**config.mk**
```make
export PLATFORM = sky130hd
export DESIGN_NAME = control
export DESIGN_NICKNAME = d
export VERILOG_FILES = /design/src/rtl/control.sv
export SDC_FILE = /design/constraint.sdc
export NUM_CORES = 1
export LEC_CHECK = 0
export CAP_MARGIN = 20
export CORE_MARGIN = 2
export CORE_UTILIZATION = 42
export DETAILED_ROUTE_END_ITERATION = 10
export GPL_TIMING_DRIVEN = 0
export PLACE_DENSITY = 0.78
export SLEW_MARGIN = 20
export SYNTH_ARGS = -nofsm -noshare
export SYNTH_HDL_FRONTEND = slang
export SYNTH_SLANG_ARGS = --single-unit
```
**constraint.sdc**
```tcl
create_clock -name clk -period 1 [get_ports clk]
set_clock_uncertainty 0.15 [all_clocks]
set_input_delay 0.2 -clock clk [delete_from_list [all_inputs] [get_ports clk]]
set_output_delay 0.2 -clock clk [all_outputs]
set_load 0.02 [all_outputs]
```
**src/rtl/control.sv**
```systemverilog
// control: registered main decoder for the KGP-RISC datapath.
// Define CONTROL_ILLEGAL_FLAG_EN to add the registered 'illegal' output for undefined encodings.
module control (
    input  logic       clk,
    input  logic       rst,
    input  logic [4:0] opcode,
    input  logic [4:0] funccode,
    output logic       regWrite,
    output logic       memToReg,
    output logic       memRead,
    output logic       memWrite,
    output logic [1:0] ALUSrc,
    output logic [1:0] ALUOp,
    output logic       ALUFrc,
    output logic [2:0] branch,
    output logic       brLink
`ifdef CONTROL_ILLEGAL_FLAG_EN
    ,
    output logic       illegal
`endif
);
    // packing: {regWrite, memToReg, memRead, memWrite, ALUSrc, ALUOp, ALUFrc, branch, brLink}
    logic [13:0] w_ctl;
    logic [13:0] r_ctl;
    always_comb begin
        w_ctl = '0;
        case (opcode)
            5'd0: w_ctl = (funccode <= 5'd9) ? {4'b1000,
                          (funccode == 5'd4 || funccode == 5'd5 || funccode == 5'd8) ? 2'b10 : 2'b00,
                          2'b00, funccode <= 5'd1, 4'b0000} : '0;
            5'd1: w_ctl = (funccode <= 5'd1) ? 14'b1000_01_01_1_000_0 : '0;
            5'd2: w_ctl = (funccode == 5'd0) ? 14'b1110_01_10_0_000_0 :
                          (funccode == 5'd1) ? 14'b0001_01_10_0_000_0 : '0;
            5'd3: w_ctl = (funccode == 5'd0) ? 14'b0000_00_11_0_010_0 : '0;
            5'd4: w_ctl = (funccode <= 5'd2) ? {8'b0000_00_11, 1'b0, funccode[2:0] + 3'd3, 1'b0} : '0;
            5'd5: w_ctl = (funccode <= 5'd3) ? {funccode == 5'd1, 7'b000_00_11, 1'b0,
                          funccode[1] ? {2'b11, funccode[0]} : 3'b001, funccode == 5'd1} : '0;
            default: w_ctl = '0;
        endcase
    end
    always_ff @(posedge clk or posedge rst)
        if (rst) r_ctl <= '0;
        else     r_ctl <= w_ctl;
    assign {regWrite, memToReg, memRead, memWrite, ALUSrc, ALUOp, ALUFrc, branch, brLink} = r_ctl;
`ifdef CONTROL_ILLEGAL_FLAG_EN
    // every legal encoding asserts at least one control bit, so an all-zero decode marks the undefined set
    logic r_ill;
    always_ff @(posedge clk or posedge rst)
        if (rst) r_ill <= 1'b0;
        else     r_ill <= (w_ctl == '0);
    assign illegal = r_ill;
`endif
endmodule

```
==> flow_metrics.env, run 1 <==
export IMPL_status="finished, violations left"
export IMPL_violations="setup timing"
export IMPL_cp_slowest_stage_delay_ns=0.56
export IMPL_holdCritPathClass="in -> async"
export IMPL_critPathMaxFanout=5
export IMPL_rows=14
export IMPL_numCtsBuffers=3
export IMPL_nFillCells=111
export IMPL_grt_overflow=0
export IMPL_die_h_um=43.92
export IMPL_rsz0062_at_grt="true"
export IMPL_clock_sinks=12
export IMPL_critical_path_top_delay_family="simple AND/OR/NAND/NOR gates"
export IMPL_synth_compound_area_share_pct=13.08
export IMPL_setup_ws_ns=-0.3159
export IMPL_tritoncts="done"
export IMPL_finalPower_uw=944.1
export IMPL_cpMaxStageDelayCell="or4_4"
export IMPL_coreArea_mm2=0.001506
export IMPL_synthXorXnorAreaFrac_pct=1.308
export IMPL_largest_register_ffs=12
export IMPL_clk_pin_slew_worst_paths_ns=0.06
export IMPL_drc=0
export IMPL_synth_top_area_cell="dfrtp_1"
export IMPL_htreeDepth=1
export IMPL_largestRegisters="r_ctl (12)"
export IMPL_p_per_area_mw_per_mm2=853.6
export IMPL_synth_seq_cells=12
export IMPL_synth_fa_ha_area_share_pct=11.21
export IMPL_ys_types=31
export IMPL_port_buffers=24
export IMPL_n_antenna_cell=0
export IMPL_min_period_ns=1.316
export IMPL_finalHoldViolCount=0
export IMPL_cap_violations=0
export IMPL_synth_ff_type="dfrtp_1"
export IMPL_drv_slew=0
export IMPL_synth_area_mux_share_pct=0
export IMPL_required_ns=1.03
export IMPL_p_leak_uw=0.0005422
export IMPL_crit_buf_inv=1
export IMPL_antenna_found_initial=0
export IMPL_tightest_slew_ns=0.4045
export IMPL_critPathLaunchType="primary input"
export IMPL_criticalPathCategory="in -> reg"
export IMPL_largest_register="r_ctl"
export IMPL_grt_max_degree=13
export IMPL_clockBufferDepth=2
export IMPL_synth_area_um2=669.4
export IMPL_place_congestion=0.8514
export IMPL_synth_edf_count=0
export IMPL_synthToLayoutAreaGrowth_pct=65.23
export IMPL_detailroute_via_count=577
export IMPL_final_net_count=116
export IMPL_dr_pass1_iters=4
export IMPL_ys_warn_count=0
export IMPL_synthTopCellsByArea="dfrtp_1, ha_1, nand2_1, and3_1, nand2b_1"
export IMPL_cp_cell_sequence="buf_8 -> or4_4 -> nor3_4 -> nand2_2 -> o211ai_2"
export IMPL_crit_arrival_ns=1.35
export IMPL_die_w_um=43.92
export IMPL_max_slew_margin_pct=73.00
export IMPL_synth_top_cells_by_count="dfrtp_1, nand2_1, ha_1"
export IMPL_drive_gt1_share_pct=50.00
export IMPL_drt_total_wl_um=1303
export IMPL_vias_per_cell=5.152
export IMPL_synth_simple_area_share_pct=26.17
export IMPL_timing_setup_tns_ns=-3.792
export IMPL_wire_per_inst_um=11.63
export IMPL_grt_pass1_vias=566
export IMPL_worst_setup_path_end_kind="flop"
export IMPL_die_area_mm2=0.001929
export IMPL_syn_avg_cell_area_um2=10.30
export IMPL_synth_most_common_cell="dfrtp_1"
export IMPL_start_util_pct=44.44
export IMPL_synth_top_area_share_pct=44.86
export IMPL_syn_inst=65
export IMPL_max_freq_ghz=0.7600
export IMPL_synth_fp_nets=83
export IMPL_hpwl_um=984.5
export IMPL_post_route_period_util_pct=131.6
export IMPL_peakVddDrop_mv=0.4486
export IMPL_place_ws_ns=-1.291
export IMPL_synthArstFlopShare_pct=100.0
export IMPL_grt_pass1_wl_um=2304
export IMPL_synth_top_family_by_area="simple AND/OR/NAND/NOR gates"
export IMPL_postRouteAntennaNets=0
export IMPL_clockRootBuffer="clkbuf_4"
export IMPL_ios=25
export IMPL_seq_area_frac_synth_pct=44.86
export IMPL_first_iter_violations=5
export IMPL_grt_use_total_pct=16.45
export IMPL_setup_viol=22
[per-stage QoR]
stage | area, um^2 | hold slack, ns | std cells | util (%)
after floorplan | 724.4 | -0.08530 | 65 | -
after global placement | 984.7 | 0.3580 | 105 | 65.37
after detailed placement | 984.7 | 0.3669 | 105 | 65.37
after CTS | 1082 | 0.05935 | 110 | 71.84
after global routing | 1106 | 0.06140 | 112 | 73.42
final | 1106 | 0.06903 | 112 | 73.42
[cells by family after synthesis]
group,Yosys count
simple gates,29
compound gates,12
flops,12
fa+ha+maj,6
buf+inv,5
xor+xnor,1
[routing by layer]
layer | routed length (um) | track usage [%]
met3 | 62 | 3.750
met1 | 532 | 18.11
met4 | 14 | 9.091
met2 | 693 | 28.82
met5 | 0 | 0
[cell type report]
cell class	count	area (um^2)	share of cell area [%]
clock buffer	3	22.52	2.036
timing repair buffer	28	287.8	26.02
buffer	1	11.26	1.018
inverter	4	31.28	2.828
multi-input combinational	48	432.9	39.14
sequential	12	300.3	27.15
tap	16	20.02	1.810
[path summary, 6_finish.rpt]
kind	startpoint	endpoint	slack [ns]	cells after the start
min in group clk	funccode[3]	r_ctl[8]	0.07	3
worst max-delay path	funccode[2]	r_ctl[2]	-0.32	5
max in group asynchronous	rst	r_ctl[8]	0.34	2
worst min-delay path	rst	r_ctl[3]	0.07	2
[cell usage in the layout (no fill, tap or decap), types with 2 or more instances in the layout]
cell,count
dfrtp_1,12
nand2b_1,3
inv_1,2
clkbuf_4,3
and3_1,3
nor2_1,2
buf_6,16
nand2_1,7
buf_4,4
ha_4,2
ha_1,3
dlygate4sd2_1,2
buf_2,3
[where the power goes]
| part | internal (uW) | leakage, uW | switching, uW | total, uW |
|---|---|---|---|---|
| Sequential | 487 | 0.000168 | 0.783 | 488 |
| Combinational | 91.7 | 0.000361 | 99.3 | 191 |
| Clock | 139 | 0.0000138 | 127 | 265 |
[what timing repair did]
| item | in CTS | in global routing |
|---|---|---|
| resized for setup | 135 | 3 |
| cloned | 0 | 0 |
| hold buffers | 0 | 0 |
| hold endpoints to repair | 0 | 0 |
| endpoints found under the setup margin | 25 | 23 |
| pin swaps | 10 | 5 |
| buffers inserted | 2 | 2 |
No activity file was read; power rests on OpenSTA's default activity.
==> run 2, diff against run 1 <==
--- a/config.mk
+++ b/config.mk
@@ -10,7 +10,7 @@
 export CORE_UTILIZATION = 42
 export DETAILED_ROUTE_END_ITERATION = 10
 export GPL_TIMING_DRIVEN = 0
-export PLACE_DENSITY = 0.78
+export PLACE_DENSITY_LB_ADDON = 0.05
 export SLEW_MARGIN = 20
 export SYNTH_ARGS = -nofsm -noshare
 export SYNTH_HDL_FRONTEND = slang
==> flow_metrics.env, run 2 (synthesis gave the netlist of run 1 again) <==
export IMPL_max_slew_margin_pct=72.23
export IMPL_grt_max_degree=13
export IMPL_drive_gt1_share_pct=55.00
export IMPL_clock_sinks=12
export IMPL_place_congestion=0.7989
export IMPL_required_ns=1.05
export IMPL_die_area_mm2=0.001929
export IMPL_final_net_count=119
export IMPL_n_antenna_cell=0
export IMPL_largest_register="r_ctl"
export IMPL_grt_pass1_wl_um=2442
export IMPL_coreArea_mm2=0.001506
export IMPL_postCtsHoldBufs=0
export IMPL_tightest_slew_ns=0.4161
export IMPL_final_util_pct=77.74
export IMPL_postRouteAntennaNets=0
export IMPL_grt_overflow=0
export IMPL_numPlacedInstances=105
export IMPL_setup_viol=22
export IMPL_grt_use_total_pct=17.08
export IMPL_htreeDepth=1
export IMPL_final_common_cell="buf_6"
export IMPL_worst_setup_path_end_kind="flop"
export IMPL_die_w_um=43.92
export IMPL_clk_pin_slew_worst_paths_ns=0.07
export IMPL_vias_per_cell=5.336
export IMPL_post_route_period_util_pct=133.7
export IMPL_wire_per_inst_um=13.02
export IMPL_crit_arrival_ns=1.39
export IMPL_clockRootBuffer="clkbuf_4"
export IMPL_first_iter_violations=7
export IMPL_p_leak_uw=0.0005655
export IMPL_mostFrequentLayoutCells="buf_6, dfrtp_1, nand2_1, buf_4"
export IMPL_status="finished, violations left"
export IMPL_largest_register_ffs=12
export IMPL_peakVddDrop_mv=0.4842
export IMPL_fin_cells=116
export IMPL_cap_violations=0
export IMPL_finalHoldViolCount=0
export IMPL_synthToLayoutAreaGrowth_pct=74.95
export IMPL_critPathMaxFanout=3
export IMPL_critPathLaunchType="primary input"
export IMPL_detailroute_via_count=619
export IMPL_setup_ws_ns=-0.3370
export IMPL_dr_pass1_iters=4
export IMPL_min_period_ns=1.337
export IMPL_antenna_found_initial=0
export IMPL_start_util_pct=44.44
export IMPL_finalHoldWorstSlack_ns=0.06357
export IMPL_drc=0
export IMPL_holdPathStages=3
export IMPL_grt_pass1_vias=597
export IMPL_p_per_area_mw_per_mm2=911.4
export IMPL_violations="setup timing"
export IMPL_max_freq_ghz=0.7480
export IMPL_tritoncts="done"
export IMPL_drv_slew=0
export IMPL_rsz0062_at_grt="true"
export IMPL_timing_setup_tns_ns=-4.321
export IMPL_die_h_um=43.92
export IMPL_rows=14
export IMPL_cp_slowest_stage_delay_ns=0.56
export IMPL_cpMaxStageDelayCell="or4_4"
export IMPL_hpwl_um=1088
export IMPL_drt_total_wl_um=1510
export IMPL_criticalPathCategory="in -> reg"
export IMPL_clockBufferDepth=2
export IMPL_largestRegisters="r_ctl (12)"
export IMPL_numCtsBuffers=3
export IMPL_port_buffers=24
export IMPL_ios=25
export IMPL_holdCritPathClass="in -> reg"
export IMPL_cp_cell_sequence="buf_8 -> or4_4 -> buf_4 -> a211oi_4 -> o31ai_2 -> nand2_1"
## run 2: per-stage QoR
step	setup WS [ns]	total power (uW)	area (um^2)
2_1_floorplan	-0.4092	571.7	724.4
3_3_place_gp	-1.259	659.9	984.7
3_5_place_dp	-1.252	664.2	984.7
4_1_cts	-0.3028	1055	1096
5_1_grt	-0.3754	1121	1171
6_report	-0.3370	1067	1171
## run 2: worst max-delay path: cells and delay by family
kind | cells | cell delay [ns]
and+or+nand+nor | 2 | 0.63
AOI/OAI and AO/OA | 2 | 0.31
buffers and inverters | 2 | 0.25
## run 2: where the power goes
part           leakage, uW  internal, uW  total (uW)  switching [uW]
registers         0.000168           487         487           0.793
clock network    0.0000210           221         369             148
logic             0.000377           102         211             109
## run 2: area by class of cell
cell class | instances | area, um^2
multi-input combinational | 48 | 460.4
fill | 116 | 335.3
timing repair buffer | 31 | 311.5
sequential | 12 | 300.3
clock buffer | 4 | 36.28
inverter | 4 | 31.28
tap | 16 | 20.02
buffer | 1 | 11.26
## run 2: worst paths after layout
| check | slack (ns) | end | from |
|---|---|---|---|
| min in group asynchronous | 0.07 | r_ctl[7] | rst |
| max in group asynchronous | 0.34 | r_ctl[0] | rst |
| max | -0.34 | r_ctl[5] | opcode[4] |
| min | 0.06 | r_ctl[8] | funccode[3] |
## run 2: repair_timing
item	in CTS	in global routing
pin swaps	11	9
resized for setup	130	12
setup buffers	4	3
endpoints found under the hold margin	0	0
setup endpoints to repair	25	25
## run 2: per-layer routing
layer	vias to the layer above	share of wire [%]	routed length, um	global-route usage, %
li1	297	-	-	-
met1	299	38	573	20.32
met2	21	55	830	30.29
met3	2	5.5	83	0
met4	0	1.5	22	10.91
met5	-	0	0	0
==> run 3, diff against run 2 <==
--- a/config.mk
+++ b/config.mk
@@ -8,10 +8,10 @@
 export CAP_MARGIN = 20
 export CORE_MARGIN = 2
 export CORE_UTILIZATION = 42
+export CTS_CLUSTER_DIAMETER = 50
 export DETAILED_ROUTE_END_ITERATION = 10
 export GPL_TIMING_DRIVEN = 0
 export PLACE_DENSITY_LB_ADDON = 0.05
-export SLEW_MARGIN = 20
 export SYNTH_ARGS = -nofsm -noshare
 export SYNTH_HDL_FRONTEND = slang
 export SYNTH_SLANG_ARGS = --single-unit
==> results of run 3 <==
No change in the layout: final DEF, timing and power equal those of run 2.
